`config.mk`:
```
export PLATFORM = sky130hd
export DESIGN_NAME = fp_round_pack
export DESIGN_NICKNAME = d
export VERILOG_FILES = /design/src/rtl/fp_round_pack.sv
export SDC_FILE = /design/constraint.sdc
export NUM_CORES = 1
export LEC_CHECK = 0
export ABC_AREA = 1
export CORE_MARGIN = 1.5
export CORE_UTILIZATION = 48
export CTS_BUF_LIST = sky130_fd_sc_hd__clkbuf_16
export CTS_CLUSTER_SIZE = 12
export DETAILED_ROUTE_END_ITERATION = 12
export PLACE_DENSITY_LB_ADDON = 0.3
export SYNTH_ARGS = -nofsm -noshare
export SYNTH_HDL_FRONTEND = slang
export SYNTH_SLANG_ARGS = --single-unit
```
`constraint.sdc`:
```
create_clock -name clk -period 2.45 [get_ports clk]
set_input_delay 0.49 -clock clk [delete_from_list [all_inputs] [get_ports clk]]
set_output_delay 0.49 -clock clk [all_outputs]
set_load 0.02 [all_outputs]
```
`src/rtl/fp_round_pack.sv`:
```
// ============================================================================
// fp_round_pack
// ----------------------------------------------------------------------------
// Rounding and packing stage of the single-precision FP adder/multiplier.
// Takes a normalized sign, biased exponent and 27-bit extended mantissa
// {hidden, frac[22:0], guard, round, sticky}. It rounds to 23 fraction bits
// and re-normalizes when rounding carries out of the hidden bit. Exponent
// overflow saturates to infinity. The result is presented as a packed
// IEEE-754 binary32 word.
//
// The stage handles one operation at a time, using a valid/ready handshake
// on both sides.
//
// Build option:
//   FP_ROUND_RNE_EN  defined   -> round to nearest, ties to even
//                    undefined -> truncation (round toward zero)
//
// Ports:
//   clk        in   1   clock, all state updates on posedge
//   reset      in   1   synchronous, active-low
//   in_valid   in   1   upstream presents an operand
//   in_ready   out  1   stage can accept (high only while idle)
//   in_sign    in   1   result sign
//   in_exp     in   8   biased exponent after normalization
//   in_mant    in   27  {hidden, frac[22:0], guard, round, sticky}
//   out_valid  out  1   packed result is held for the consumer
//   out_ready  in   1   consumer takes the result
//   result     out  32  {sign, exp[7:0], frac[22:0]}
//   overflow   out  1   exponent saturated, result is +/- infinity
//   inexact    out  1   any of guard/round/sticky was set
// ============================================================================
module fp_round_pack (
    input  logic        clk,
    input  logic        reset,
    input  logic        in_valid,
    output logic        in_ready,
    input  logic        in_sign,
    input  logic [7:0]  in_exp,
    input  logic [26:0] in_mant,
    output logic        out_valid,
    input  logic        out_ready,
    output logic [31:0] result,
    output logic        overflow,
    output logic        inexact
);

    typedef enum logic [2:0] {
        IDLE   = 3'd0,
        ROUND  = 3'd1,
        RENORM = 3'd2,
        PACK   = 3'd3,
        HOLD   = 3'd4
    } state_t;

    state_t      state;
    logic        sign_r;
    logic [8:0]  exp_r;
    logic [26:0] mant_r;
    logic [22:0] frac_r;
    logic        round_up;
    logic [24:0] mant_sum;

    // Rounding decision from the captured mantissa. Round-to-nearest-even
    // increments when guard is set and the value is above the halfway point
    // (round or sticky set), or sits exactly on it with an odd LSB.
    // Truncation never increments.
`ifdef FP_ROUND_RNE_EN
    assign round_up = mant_r[2] & (mant_r[1] | mant_r[0] | mant_r[3]);
`else
    assign round_up = 1'b0;
`endif

    // The sum is {carry, hidden, frac}. Bit 24 is set only when an all-ones
    // significand rounds up, and that case needs a one-place
    // re-normalization.
    assign mant_sum = {1'b0, mant_r[26:3]} + {24'h0, round_up};

    // Main control FSM. All outputs are registered here, so in_ready and
    // out_valid change only on clock edges.
    //
    // The exponent is held in 9 bits so that the increment 0xFE -> 0xFF
    // (and 0xFF -> 0x100) in RENORM stays visible to the saturation
    // compare in PACK.
    //
    // A zero or denormal exponent clears the captured mantissa. This flushes
    // the result to signed zero and also clears the inexact bits.
    always_ff @(posedge clk) begin
        if (!reset) begin
            state     <= IDLE;
            sign_r    <= 1'b0;
            exp_r     <= 9'h0;
            mant_r    <= 27'h0;
            frac_r    <= 23'h0;
            in_ready  <= 1'b1;
            out_valid <= 1'b0;
            result    <= 32'h0;
            overflow  <= 1'b0;
            inexact   <= 1'b0;
        end else begin
            case (state)
                IDLE: begin
                    if (in_valid && in_ready) begin
                        sign_r   <= in_sign;
                        exp_r    <= {1'b0, in_exp};
                        if (in_exp == 8'h00) begin
                            mant_r <= 27'h0;
                        end else begin
                            mant_r <= in_mant;
                        end
                        in_ready <= 1'b0;
                        state    <= ROUND;
                    end
                end

                ROUND: begin
                    frac_r <= mant_sum[22:0];
                    if (mant_sum[24]) begin
                        state <= RENORM;
                    end else begin
                        state <= PACK;
                    end
                end

                RENORM: begin
                    frac_r <= 23'h0;
                    exp_r  <= exp_r + 9'd1;
                    state  <= PACK;
                end

                PACK: begin
                    if (exp_r >= 9'h0FF) begin
                        result   <= {sign_r, 8'hFF, 23'h0};
                        overflow <= 1'b1;
                    end else begin
                        result   <= {sign_r, exp_r[7:0], frac_r};
                        overflow <= 1'b0;
                    end
                    inexact   <= |mant_r[2:0];
                    out_valid <= 1'b1;
                    state     <= HOLD;
                end

                HOLD: begin
                    if (out_ready) begin
                        out_valid <= 1'b0;
                        in_ready  <= 1'b1;
                        state     <= IDLE;
                    end
                end

                default: begin
                    state     <= IDLE;
                    in_ready  <= 1'b1;
                    out_valid <= 1'b0;
                end
            endcase
        end
    end

endmodule

```
==> impl_metrics.json, run 1 <==
{
  "design_area_um2": 4990,
  "grt_overflow": 0,
  "place_area_um2": 4690,
  "synth_compound_area_share_pct": 18.5,
  "dp_slack_ps": 416,
  "crit_end": "result[16]$_SDFFE_PN0P_",
  "finalCritPeriodShare_pct": 81.6,
  "r2r-end": "result[16]$_SDFFE_PN0P_",
  "crit_arrival_ps": 2220,
  "end_kind": "flop",
  "drv_cap": 0,
  "dieHeight_um": 93.4,
  "io_pins": 76,
  "cts_made_buffers": 9,
  "clock_skew_ps": 6.24,
  "status": "complete, no violations",
  "portBuffers": 74,
  "ys_seq_area_share_pct": 50.0,
  "clk_latency_ps": 340,
  "timing_worst_setup_path_type": "flop to flop",
  "row_count": 32,
  "startpoint": "exp_r[0]$_SDFFE_PN0P_",
  "syn-num-nets": 526,
  "wire_per_inst_um": 13.9,
  "first_iter_violations": 238,
  "die-area_um2": 8730,
  "p_leak_nw": 2.03,
  "yosys.area.top_type": "dfxtp_1",
  "numClockSinks": 98,
  "nNetsFinal": 588,
  "post-dp-hpwl_mm": 5.99,
  "yosys.area_share.xor_xnor_pct": 0,
  "synthMuxAreaShare_pct": 5.87,
  "rsz0062_at_grt": "no",
  "yosys.area_share.adder_pct": 0.638,
  "ys_warn_count": 0,
  "fmax_mhz": 500,
  "worstPathMaxFanout": 23,
  "hold-worst-slack_ps": 464,
  "ys_types": 31,
  "start_util_pct": 50.3,
  "fin_util_pct": 63.9,
  "fillers": 702,
  "synth_top_family_by_area": "compound AO/OA/AOI/OAI gates",
  "synthTopCellsByCount": "dfxtp_1, o21ai_0, a21oi_1, nand2_1, nor2_1",
  "peakVddDrop_mv": 0.428,
  "clockBufferDepth": 2,
  "start_kind": "flop",
  "cts_tree": "built",
  "grt_max_degree": 57,
  "viasPerCell": 5.27,
  "postSynthAreaPerCell_um2": 8.11,
  "hold_path_class": "flop to flop",
  "synthTopCellsByArea": "dfxtp_1, o21ai_0, a21oi_1, mux2i_1, nand2_1",
  "yosysMostFrequentCell": "dfxtp_1",
  "drive_above_1_share_pct": 6.35,
  "syn_area_um2": 3930,
  "antenna_left": 0,
  "grt_pass1_vias": 3270,
  "synth_ff_type": "dfxtp_1",
  "synth-edff-count": 0,
  "synth-seq-cells": 98,
  "power.total_mw": 4.95,
  "ff2ff_path_depth": 11,
  "routabilityCongestion": 0.831,
  "syn2layout_area_growth_pct": 27.1,
  "hold_buffers": 0,
  "synth_top_cell_area_share_pct": 50.0,
  "finalSetupViolations": 0,
  "worst_pin_slew_ps": 560,
  "path_clk_slew_ps": 70,
  "async_flop_share_pct": 0,
  "power_density_nw_per_um2": 991,
  "syn_inst": 484,
  "fin_crit_ps": 2000,
  "diodes": 0,
  "h-tree-depth": 3,
  "ctsRootBufferMaster": "clkbuf_16",
  "rrSetupSlack_ps": 450,
  "dp.cells": 637,
  "cts_setup_buffers": 0,
  "maxSlewViolCount": 0,
  "setup_slack_ps": 451,
  "antenna_found_initial": 0,
  "grt_pass1_wl_mm": 15.4,
  "drc_errors": 0,
  "die_w_um": 93.4,
  "grt_use_total_pct": 22.3,
  "post_cts_resized": 0,
  "num_vias": 3444,
  "final_cells": 653,
  "maxSlewHeadroom_pct": 62.5,
  "drtPass1Iterations": 4,
  "synthSimpleGateAreaFrac_pct": 17.8,
  "wl_mm": 9.10,
  "cp.required_ps": 2670,
  "report.final.hold_viol_count": 0,
  "finalSetupTns_ps": 0,
  "worstReg2RegStart": "exp_r[0]$_SDFFE_PN0P_",
  "core_um2": 7810
}
## sequential cells by signal, indices dropped and copies added (netlist names)
signal	flops
result	32
mant_r	26
frac_r	23
exp_r	9
state	3
in_ready	1
inexact	1
out_valid	1
overflow	1
sign_r	1
## cell usage in the layout, fill, tap and decap left out, types with 2 or more instances in the layout
cell             count
o21ai_0             67
nor2_2               2
nand2_4              2
nand2_1             57
nand3_1             36
ha_1                 2
o21ai_1              3
clkinv_1             2
clkdlybuf4s50_1     74
nor2_1              52
or2_0                2
dfxtp_1             98
clkbuf_16            9
mux2i_1             23
inv_6                2
a21oi_1             65
a22oi_1              2
buf_4                6
inv_2                2
inv_1               26
nand2_2              4
nor2_4               2
## layout make-up
| cell class | instances | area [um2] | area share [%] |
|---|---|---|---|
| flip-flops and latches | 98 | 1960 | 39.3 |
| well taps | 102 | 128 | 2.56 |
| clock buffers | 9 | 225 | 4.51 |
| repair buffers | 81 | 806 | 16.2 |
| inverters | 29 | 109 | 2.18 |
| multi-input cells | 327 | 1680 | 33.7 |
| clock inverters | 7 | 76.3 | 1.53 |
## worst min path at each step
stage                                  from                       to  slack [ps]  cells past startpoint
finish              frac_r[17]$_SDFFE_PN0P_  frac_r[17]$_SDFFE_PN0P_         460                      2
global route        frac_r[17]$_SDFFE_PN0P_  frac_r[17]$_SDFFE_PN0P_         480                      2
CTS                     sign_r$_SDFFE_PN0P_  result[31]$_SDFFE_PN0P_         460                      2
detailed placement  frac_r[17]$_SDFFE_PN0P_  frac_r[17]$_SDFFE_PN0P_         450                      2
global placement        sign_r$_SDFFE_PN0P_      sign_r$_SDFFE_PN0P_         440                      2
floorplan               sign_r$_SDFFE_PN0P_  result[31]$_SDFFE_PN0P_         430                      2
## critical path, cell delays in order, from the launching register on
cell     delay, ps
dfxtp_1        410
ha_1           190
nand2_1        110
nor2_1         140
nand3_1        110
nor2_1         110
ha_1           150
nor2_1          60
nand2_2        120
nand2_2        110
nand2_4        240
nor2_1          90
## power by group
| group | switching (mW) | internal, mW |
|---|---|---|
| registers | 0.201 | 1.92 |
| logic | 0.912 | 0.488 |
| clock network | 0.623 | 0.803 |
## cell families after synthesis
| group | Yosys count |
|---|---|
| compound gates | 142 |
| fa+ha+maj | 2 |
| buf+inv | 59 |
| flops | 98 |
| mux | 23 |
| simple gates | 160 |
## layer usage
metal  GRT usage [%]  part of all wire [%]
met1            31.3                    48
met2            34.6                    45
met3            3.82                   5.0
met4            7.20                   1.6
met5               0                     0
(Power assumes the default switching activity.)
==> run 2, diff against run 1 <==
==> constraint.sdc (replaced) <==
create_clock -name clk -period 1.9 [get_ports clk]
set_input_delay 0.38 -clock clk [delete_from_list [all_inputs] [get_ports clk]]
set_output_delay 0.38 -clock clk [all_outputs]
set_load 0.02 [all_outputs]
==> impl_metrics.json, run 2 (synthesized netlist as in run 1, its figures left out) <==
{
  "status": "complete, no violations",
  "finalSetupViolations": 0,
  "drive_above_1_share_pct": 8.21,
  "start_kind": "flop",
  "maxSlewHeadroom_pct": 61.4,
  "num_vias": 3569,
  "crit_arrival_ps": 2020,
  "multi_input_area_um2": 1720,
  "grt_pass1_wl_mm": 15.5,
  "combPwrFrac_pct": 30.0,
  "finalCritPeriodShare_pct": 92.2,
  "cp.required_ps": 2160,
  "clk_latency_ps": 340,
  "seqPwrFrac_pct": 43.1,
  "design_area_um2": 5070,
  "fmax_mhz": 571,
  "maxSlewViolCount": 0,
  "post_cts_resized": 0,
  "use_met1_pct": 30.9,
  "syn2layout_area_growth_pct": 29.3,
  "die-area_um2": 8730,
  "grt_max_degree": 57,
  "end_kind": "flop",
  "start_util_pct": 50.3,
  "routabilityCongestion": 0.827,
  "p_clk_share_pct": 26.8,
  "top_regs": "result (32), mant_r (26), frac_r (23)",
  "p_switching_mw": 2.28,
  "worstPathMaxFanout": 12,
  "antenna_found_initial": 0,
  "drtPass1Iterations": 6,
  "peakVddDrop_mv": 0.702,
  "drv_cap": 0,
  "h-tree-depth": 3,
  "wl_mm": 9.74,
  "grt_use_total_pct": 22.6,
  "cts_setup_buffers": 0,
  "clockBufferDepth": 2,
  "p_leak_nw": 2.08,
  "largest_reg_flops": 32,
  "viasPerCell": 5.39,
  "busiest_layer": "met2",
  "drc_errors": 0,
  "clock_skew_ps": 8.14,
  "die_w_um": 93.4,
  "worst_pin_slew_ps": 577,
  "cts_made_buffers": 9,
  "nNetsFinal": 598,
  "dieHeight_um": 93.4,
  "top_register": "result",
  "ctsRootBufferMaster": "clkbuf_16",
  "antenna_left": 0,
  "numClockSinks": 98,
  "fin_crit_ps": 1750,
  "diodes": 0,
  "hold_buffers": 0,
  "power_density_nw_per_um2": 1250,
  "grt.met3_usage_pct": 4.23,
  "hold-worst-slack_ps": 467,
  "netSwitchingFraction_pct": 36.0,
  "wire_per_inst_um": 14.7,
  "grt_overflow": 0,
  "io_pins": 76,
  "timing_worst_setup_path_type": "flop to flop",
  "hold_path_class": "flop to flop",
  "p_int_mw": 4.05,
  "rsz0062_at_grt": "no",
  "place_area_um2": 4760,
  "core_um2": 7810,
  "grt_pass1_vias": 3343,
  "fin_util_pct": 65.0,
  "path_clk_slew_ps": 70,
  "fillers": 663,
  "final_cell_mix": "dfxtp_1, clkdlybuf4s50_1, o21ai_0, a21oi_1, nand2_1",
  "cts_tree": "built",
  "power.total_mw": 6.33,
  "portBuffers": 74,
  "first_iter_violations": 224,
  "report.final.hold_viol_count": 0,
  "finalSetupTns_ps": 0,
  "post-dp-hpwl_mm": 6.49,
  "row_count": 32,
  "regArea_um2": 1960,
  "final_common_cell": "dfxtp_1",
  "grt_use_met2_pct": 34.9
}
## run 2: per-stage QoR
stage	std cells	worst slack (ps)
2_1_floorplan	484	253
3_3_place_gp	645	71.0
3_5_place_dp	645	67.2
4_1_cts	660	86.5
5_1_grt	662	0.985
6_report	662	148
## run 2: area by class of cell
class	instances	area share [%]
Sequential cell	98	38.7
Multi-Input combinational cell	329	33.9
Timing Repair Buffer	89	17.3
Clock buffer	9	4.44
Tap cell	102	2.51
Inverter	29	2.14
Clock inverter	6	1.01
## run 2: final timing paths
| kind | slack, ps | cells past startpoint | end | startpoint |
|---|---|---|---|---|
| setup / recovery | 150 | 11 | result[1]$_SDFFE_PN0P_ | exp_r[0]$_SDFFE_PN0P_ |
| hold / removal | 470 | 2 | frac_r[16]$_SDFFE_PN0P_ | frac_r[16]$_SDFFE_PN0P_ |
| setup reg to reg | 150 | 11 | result[1]$_SDFFE_PN0P_ | exp_r[0]$_SDFFE_PN0P_ |
| hold reg to reg | 470 | 2 | frac_r[16]$_SDFFE_PN0P_ | frac_r[16]$_SDFFE_PN0P_ |
## run 2: routing by layer
| layer | share of wire [%] | routed length (um) | vias up |
|---|---|---|---|
| met5 | 0 | 0 | - |
| met4 | 1.9 | 186 | 0 |
| met3 | 6.0 | 584 | 19 |
| met2 | 46 | 4520 | 130 |
| met1 | 46 | 4450 | 1640 |
| li1 | - | - | 1780 |
## run 2: worst max-delay path, cell delays in order, from the launching register on
cell     delay, ps
dfxtp_1        310
ha_1           210
nand2_1         90
nor2_1          60
nand3_1         90
nor2_1          50
ha_1           170
nor2_1         150
nand2_2        100
nand2_4        160
nand2_8        110
nor2_1         160
## run 2: power groups by stage
stage                     clock (mW)  combinational (mW)  sequential [mW]
after global routing            1.80                2.13             2.78
after detailed placement           0                1.87             2.76
after global placement             0                1.81             2.75
after CTS                       1.71                1.88             2.72
after floorplan                    0                1.33             2.76
final                           1.70                1.90             2.73
